--- config.mk ---
export PLATFORM = sky130hd
export DESIGN_NAME = iter_div32
export DESIGN_NICKNAME = d
export VERILOG_FILES = /design/src/rtl/iter_div32.sv
export SDC_FILE = /design/constraint.sdc
export NUM_CORES = 1
export LEC_CHECK = 0
export ABC_AREA = 1
export BUFFER_PORTS_ARGS = -buffer_cell sky130_fd_sc_hd__buf_2
export CAP_MARGIN = 20
export CORE_MARGIN = 2
export CORE_UTILIZATION = 55
export DETAILED_ROUTE_END_ITERATION = 10
export PLACE_DENSITY = 0.78
export RECOVER_POWER = 25
export REMOVE_ABC_BUFFERS = 1
export SLEW_MARGIN = 10
export SYNTH_ARGS = -nofsm -noshare
export SYNTH_HDL_FRONTEND = slang
export SYNTH_SLANG_ARGS = --single-unit
--- constraint.sdc ---
create_clock -name clk -period 10.3 [get_ports clk]
set_input_delay 2.06 -clock clk [delete_from_list [all_inputs] [get_ports clk]]
set_output_delay 2.06 -clock clk [all_outputs]
set_load 0.005 [all_outputs]
--- src/rtl/iter_div32.sv ---
// iter_div32: iterative unsigned restoring divider with valid/ready handshakes on both sides.
// One quotient bit per clock; a zero divisor short-circuits to q = all ones, r = a, div0 = 1.
module iter_div32 #(
  parameter int WIDTH = 32
) (
  input  logic             clk,
  input  logic             rst,
  input  logic             in_valid,
  output logic             in_ready,
  input  logic [WIDTH-1:0] a,
  input  logic [WIDTH-1:0] b,
  output logic             out_valid,
  input  logic             out_ready,
  output logic [WIDTH-1:0] q,
  output logic [WIDTH-1:0] r,
  output logic             div0,
  output logic             busy
);
  localparam int CW = $clog2(WIDTH) + 1;
  typedef enum logic [1:0] {IDLE, BUSY, DONE} state_t;
  state_t state;
  logic [WIDTH-1:0] dvd, dvs, rem, nrem, ndvd;
  logic [WIDTH:0] t, diff;
  logic ge;
  logic [CW-1:0] cnt;
  // rem < divisor always holds, so the sign of t - divisor alone decides t >= divisor
  always_comb begin
    t = {rem, dvd[WIDTH-1]};
    diff = t - {1'b0, dvs};
    ge = ~diff[WIDTH];
    nrem = ge ? diff[WIDTH-1:0] : t[WIDTH-1:0];
    ndvd = {dvd[WIDTH-2:0], ge};
  end
  always_ff @(posedge clk or posedge rst) begin
    if (rst) begin
      state <= IDLE;
      in_ready <= 1'b1;
      out_valid <= 1'b0;
      busy <= 1'b0;
      q <= '0;
      r <= '0;
      div0 <= 1'b0;
      dvd <= '0;
      dvs <= '0;
      rem <= '0;
      cnt <= '0;
    end else begin
      case (state)
        IDLE: if (in_valid && in_ready) begin
          dvd <= a;
          dvs <= b;
          rem <= '0;
          cnt <= '0;
          in_ready <= 1'b0;
          if (b == '0) begin
            state <= DONE;
            q <= '1;
            r <= a;
            div0 <= 1'b1;
          end else begin
            state <= BUSY;
            busy <= 1'b1;
          end
        end
        BUSY: begin
          rem <= nrem;
          dvd <= ndvd;
          cnt <= cnt + 1'b1;
          if (cnt == CW'(WIDTH - 1)) begin
            state <= DONE;
            busy <= 1'b0;
            out_valid <= 1'b1;
            q <= ndvd;
            r <= nrem;
            div0 <= 1'b0;
          end
        end
        // divide-by-zero enters with out_valid low and raises it one cycle later
        DONE: if (!out_valid) out_valid <= 1'b1;
        else if (out_ready) begin
          out_valid <= 1'b0;
          in_ready <= 1'b1;
          state <= IDLE;
        end
        default: state <= IDLE;
      endcase
    end
  end
endmodule

==> summary.txt <==
Synth
  • Cells after Synth: 1499
  • Count of warnings emitted by yosys: 0
  • Register area share after synthesis: 41.0%
  • Post-Synth Simple-Gate Area: 32.5%
  • Synth top area cells: dfrtp_1 (41%), nand2_1 (15%), inv_1 (9.9%)
  • Largest area contributor in the netlist: dfrtp_1
  • Flops & latches, synth: 172
  • Combinational family with the most area after synthesis: simple AND/OR/NAND/NOR gates
  • Avg Cell Area, Syn: between 7 and 8 sq um
  • Netlist Area Pre-Place: roughly 0.010 sq mm
  • Compound-Gate Fraction of Synth Area: 8.07%
  • Mux cell area share after synthesis: 0%
  • Distinct cells, synth: 41
  • Share of the synthesized area in the top cell type: 40.8%
  • Xor and xnor area share after synthesis: between 1 and 1.5%
  • Adder and majority gate portion of the synthesized area: 4.12%

Detailed routing
  • Vias per inst: 5.22
  • WL/cell: 14.6 um
  • WL final: ~27000 um
  • Pre-Repair DR Iteration Count: 5
  • Residual DRC count: 0
  • DR vias: roughly 9.7k
  • Routed Antenna Nets: 0
  • Initial drt markers: 589

Final layout
  • Area growth, synth to finish: 13.0%
  • Share of post-route cells with drive strength above 1: 14.9%
  • Number of diodes: 0
  • # nets final: between 1.5k and 2k

Floorplan
  • Core Area: 0.0187 sq mm
  • Initial Util: 56.1%
  • Die Span X: 142 um
  • FP Rows: 50
  • DIE AREA: 0.0202 sq mm
  • Die Y: 142 um
  • Top Ports: approximately 140

Worst setup path
  • Cell Chain, Critical Path: buf_2 -> nand2_1 -> nor3_2 -> clkbuf_1 -> inv_2 -> nand2_2 -> nand2_4 -> inv_2 -> buf_4 -> or2_2 -> nand2_1 -> inv_1
  • Worst setup EP type: register
  • Startpoint types: input port
  • Delay-heaviest family, CP: buffers and inverters
  • Max incr delay on CP: 1670 ps
  • Worst path slowest cell: clkbuf_1
  • Critical Path Stages: 12
  • WP buf/inv: 6
  • Crit Path Category: input port to register
  • Crit-path max FO: 70
  • CP required: around 11000 ps
  • Reg2reg path depth: 11
  • Arr. time, crit path: 5950 ps

Placed design
  • Pre-CTS WS: between 5000 and 6000 ps
  • Dpl hpwl: 20200 um
  • PortBufs: 135
  • RD Place Congestion: approximately 0.95

Timing
  • RSZ-0062 raised after global routing: false
  • Achievable frequency: 180 MHz
  • Fin crit share: 54.1%
  • Setup TNS Final: 0 ps
  • Worst Slack Setup Final: 4730 ps
  • Final Hold Viols: 0
  • Max-slew headroom: -205%
  • Max-slew violations: 175
  • Final Skew: 10.2 ps
  • Min cycle time layout: 5570 ps
  • Slew @ Worst Pin: 4550 ps
  • Endpoints failing setup: 0

Status
  • Status: finished, violations left
  • Failing checks: capacitance limit, slew limit

Power and ir drop
  • Leakage: 6.23 nW
  • Worst vdd ir: 0.000116 V
  • PwrDens: 118 mW/mm^2

Clocking
  • CTS Root Cell: clkbuf_16
  • CTS H-tree depth: 4
  • TritonCTS clock tree: yes
  • CTS resizes: 0
  • CTS Sinks: 172
  • CTS clk-pin slew, worst paths: 70 ps
  • TritonCTS Buffers: 17
  • Clk buf depth: 2
  • Clk Latency, worst-skew pair: 440 ps
  • Number of setup buffers added after CTS: 0
  • CTS Hold Bufs: 0

Global routing
  • GRT Total Usage: 28.0%
  • Vias in the first global route: ~9k
  • First-pass GRT wire length: 45000 um
  • Initial antenna violation count: 0
  • GRT overflow: 0
  • Largest net degree at the start of global routing: 107

Hold path
  • Hold path cells: 1
  • HP Class: register to register

Flow run
  • Total of max-cap violations: 2
==> layout by cell type (no fill, tap or decap), types with 3 or more instances in the layout <==
| cell | Yosys | layout |
|---|---|---|
| nand2_1 | 426 | 426 |
| inv_1 | 278 | 277 |
| dfrtp_1 | 171 | 171 |
| nand3_1 | 145 | 145 |
| buf_2 | 11 | 134 |
| nor2_1 | 114 | 112 |
| o21ai_0 | 96 | 96 |
| a31oi_1 | 33 | 33 |
| ha_1 | 33 | 33 |
| or2_2 | 28 | 28 |
| a21oi_1 | 20 | 20 |
| clkbuf_16 | 0 | 17 |
| xor2_1 | 16 | 16 |
| nand3_2 | 13 | 13 |
| nor3_1 | 12 | 11 |
| nand4_1 | 9 | 9 |
| nand2_2 | 9 | 9 |
| and2_1 | 7 | 7 |
| inv_2 | 6 | 6 |
| or2_1 | 6 | 6 |
| buf_4 | 2 | 6 |
| nor2_2 | 4 | 5 |
| inv_6 | 0 | 5 |
| nor4_1 | 3 | 3 |
| nand2_4 | 3 | 3 |
| bufinv_16 | 0 | 3 |
| clkbuf_1 | 30 | 3 |
==> worst paths after layout <==
path,startpoint,end,slack [ps]
max in group asynchronous,rst,dvs[25],5020
min in group asynchronous,rst,q[6],2980
min,cnt[5],cnt[5],470
max reg2reg,in_ready,r[24],5870
min reg2reg,cnt[5],cnt[5],470
max,in_valid,r[24],4730
==> power by group <==
group,switching [mW],total (mW),internal (mW)
Combinational,0.0265,0.0397,0.0132
Clock,0.292,0.687,0.395
Sequential,0,0.675,0.675
Total,0.318,1.40,1.08
==> worst reg2reg max path: stages, from the launching register on <==
cell      delay, ps
dfstp_2         550
nand2_1          60
nor3_2           90
clkbuf_1       1670
inv_2           200
nand2_2         190
nand2_4         230
inv_2           420
buf_4           580
or2_2           270
nand2_1          60
inv_1            50
==> area by class of cell <==
class | count | area [sq um]
timing repair buffer | 142 | 723
clock buffer | 19 | 443
fill | 1760 | 6840
clock inverter | 13 | 178
multi-input combinational | 990 | 4860
sequential | 172 | 4310
inverter | 284 | 1070
tap | 234 | 293
==> cell usage after synthesis (all sizes together) <==
cell type    n
a31oi       33
a31o         1
inv        284
o22ai        1
dfstp        1
a22o         1
xnor2        1
nor4         3
nand4        9
nand3b       1
a21o         2
o21bai       1
or2         34
buf         23
and2         7
ha          33
nand2      438
dfrtp      171
o21ai       97
fa           1
xor2        16
clkbuf      30
nor3        13
a21oi       20
nand3      158
o221ai       1
nor2       118
and3         1
==> routing by layer <==
layer	up-vias	share of wire [%]	track usage [%]	wire length, um
met5	-	0	0	0
met4	0	0.90	5.16	245
met3	22	6.3	4.98	1700
met2	277	43	41.6	11600
met1	4520	50	43.3	13600
li1	4855	-	-	-
==> kinds of logic (layout without fill, tap and decap cells) <==
group | after synthesis | in the layout
fa+ha+maj | 34 | 34
flops | 172 | 172
simple gates | 782 | 782
compound gates | 157 | 157
buf+inv | 337 | 458
xor+xnor | 17 | 17
==> state kept, by name (all words and copies together) (netlist names) <==
register and count:
rem 32, dvd 32, q 32, busy 1, in_ready 1, out_valid 1
dvs 32, r 32, div0 1, cnt 6, state 2
==> stage by stage <==
step | hold slack, ps | area, sq um | total power [mW] | cells | utilization (%)
2_1_floorplan | 439 | 10200 | 0.707 | 1446 | -
3_3_place_gp | 462 | 11300 | 0.728 | 1822 | 60.2
3_5_place_dp | 461 | 11300 | 0.729 | 1822 | 60.2
4_1_cts | 472 | 11900 | 1.41 | 1854 | 63.5
5_1_grt | 501 | 11900 | 1.44 | 1854 | 63.4
6_report | 474 | 11900 | 1.40 | 1854 | 63.4
Power figures use the tool's default switching activity.
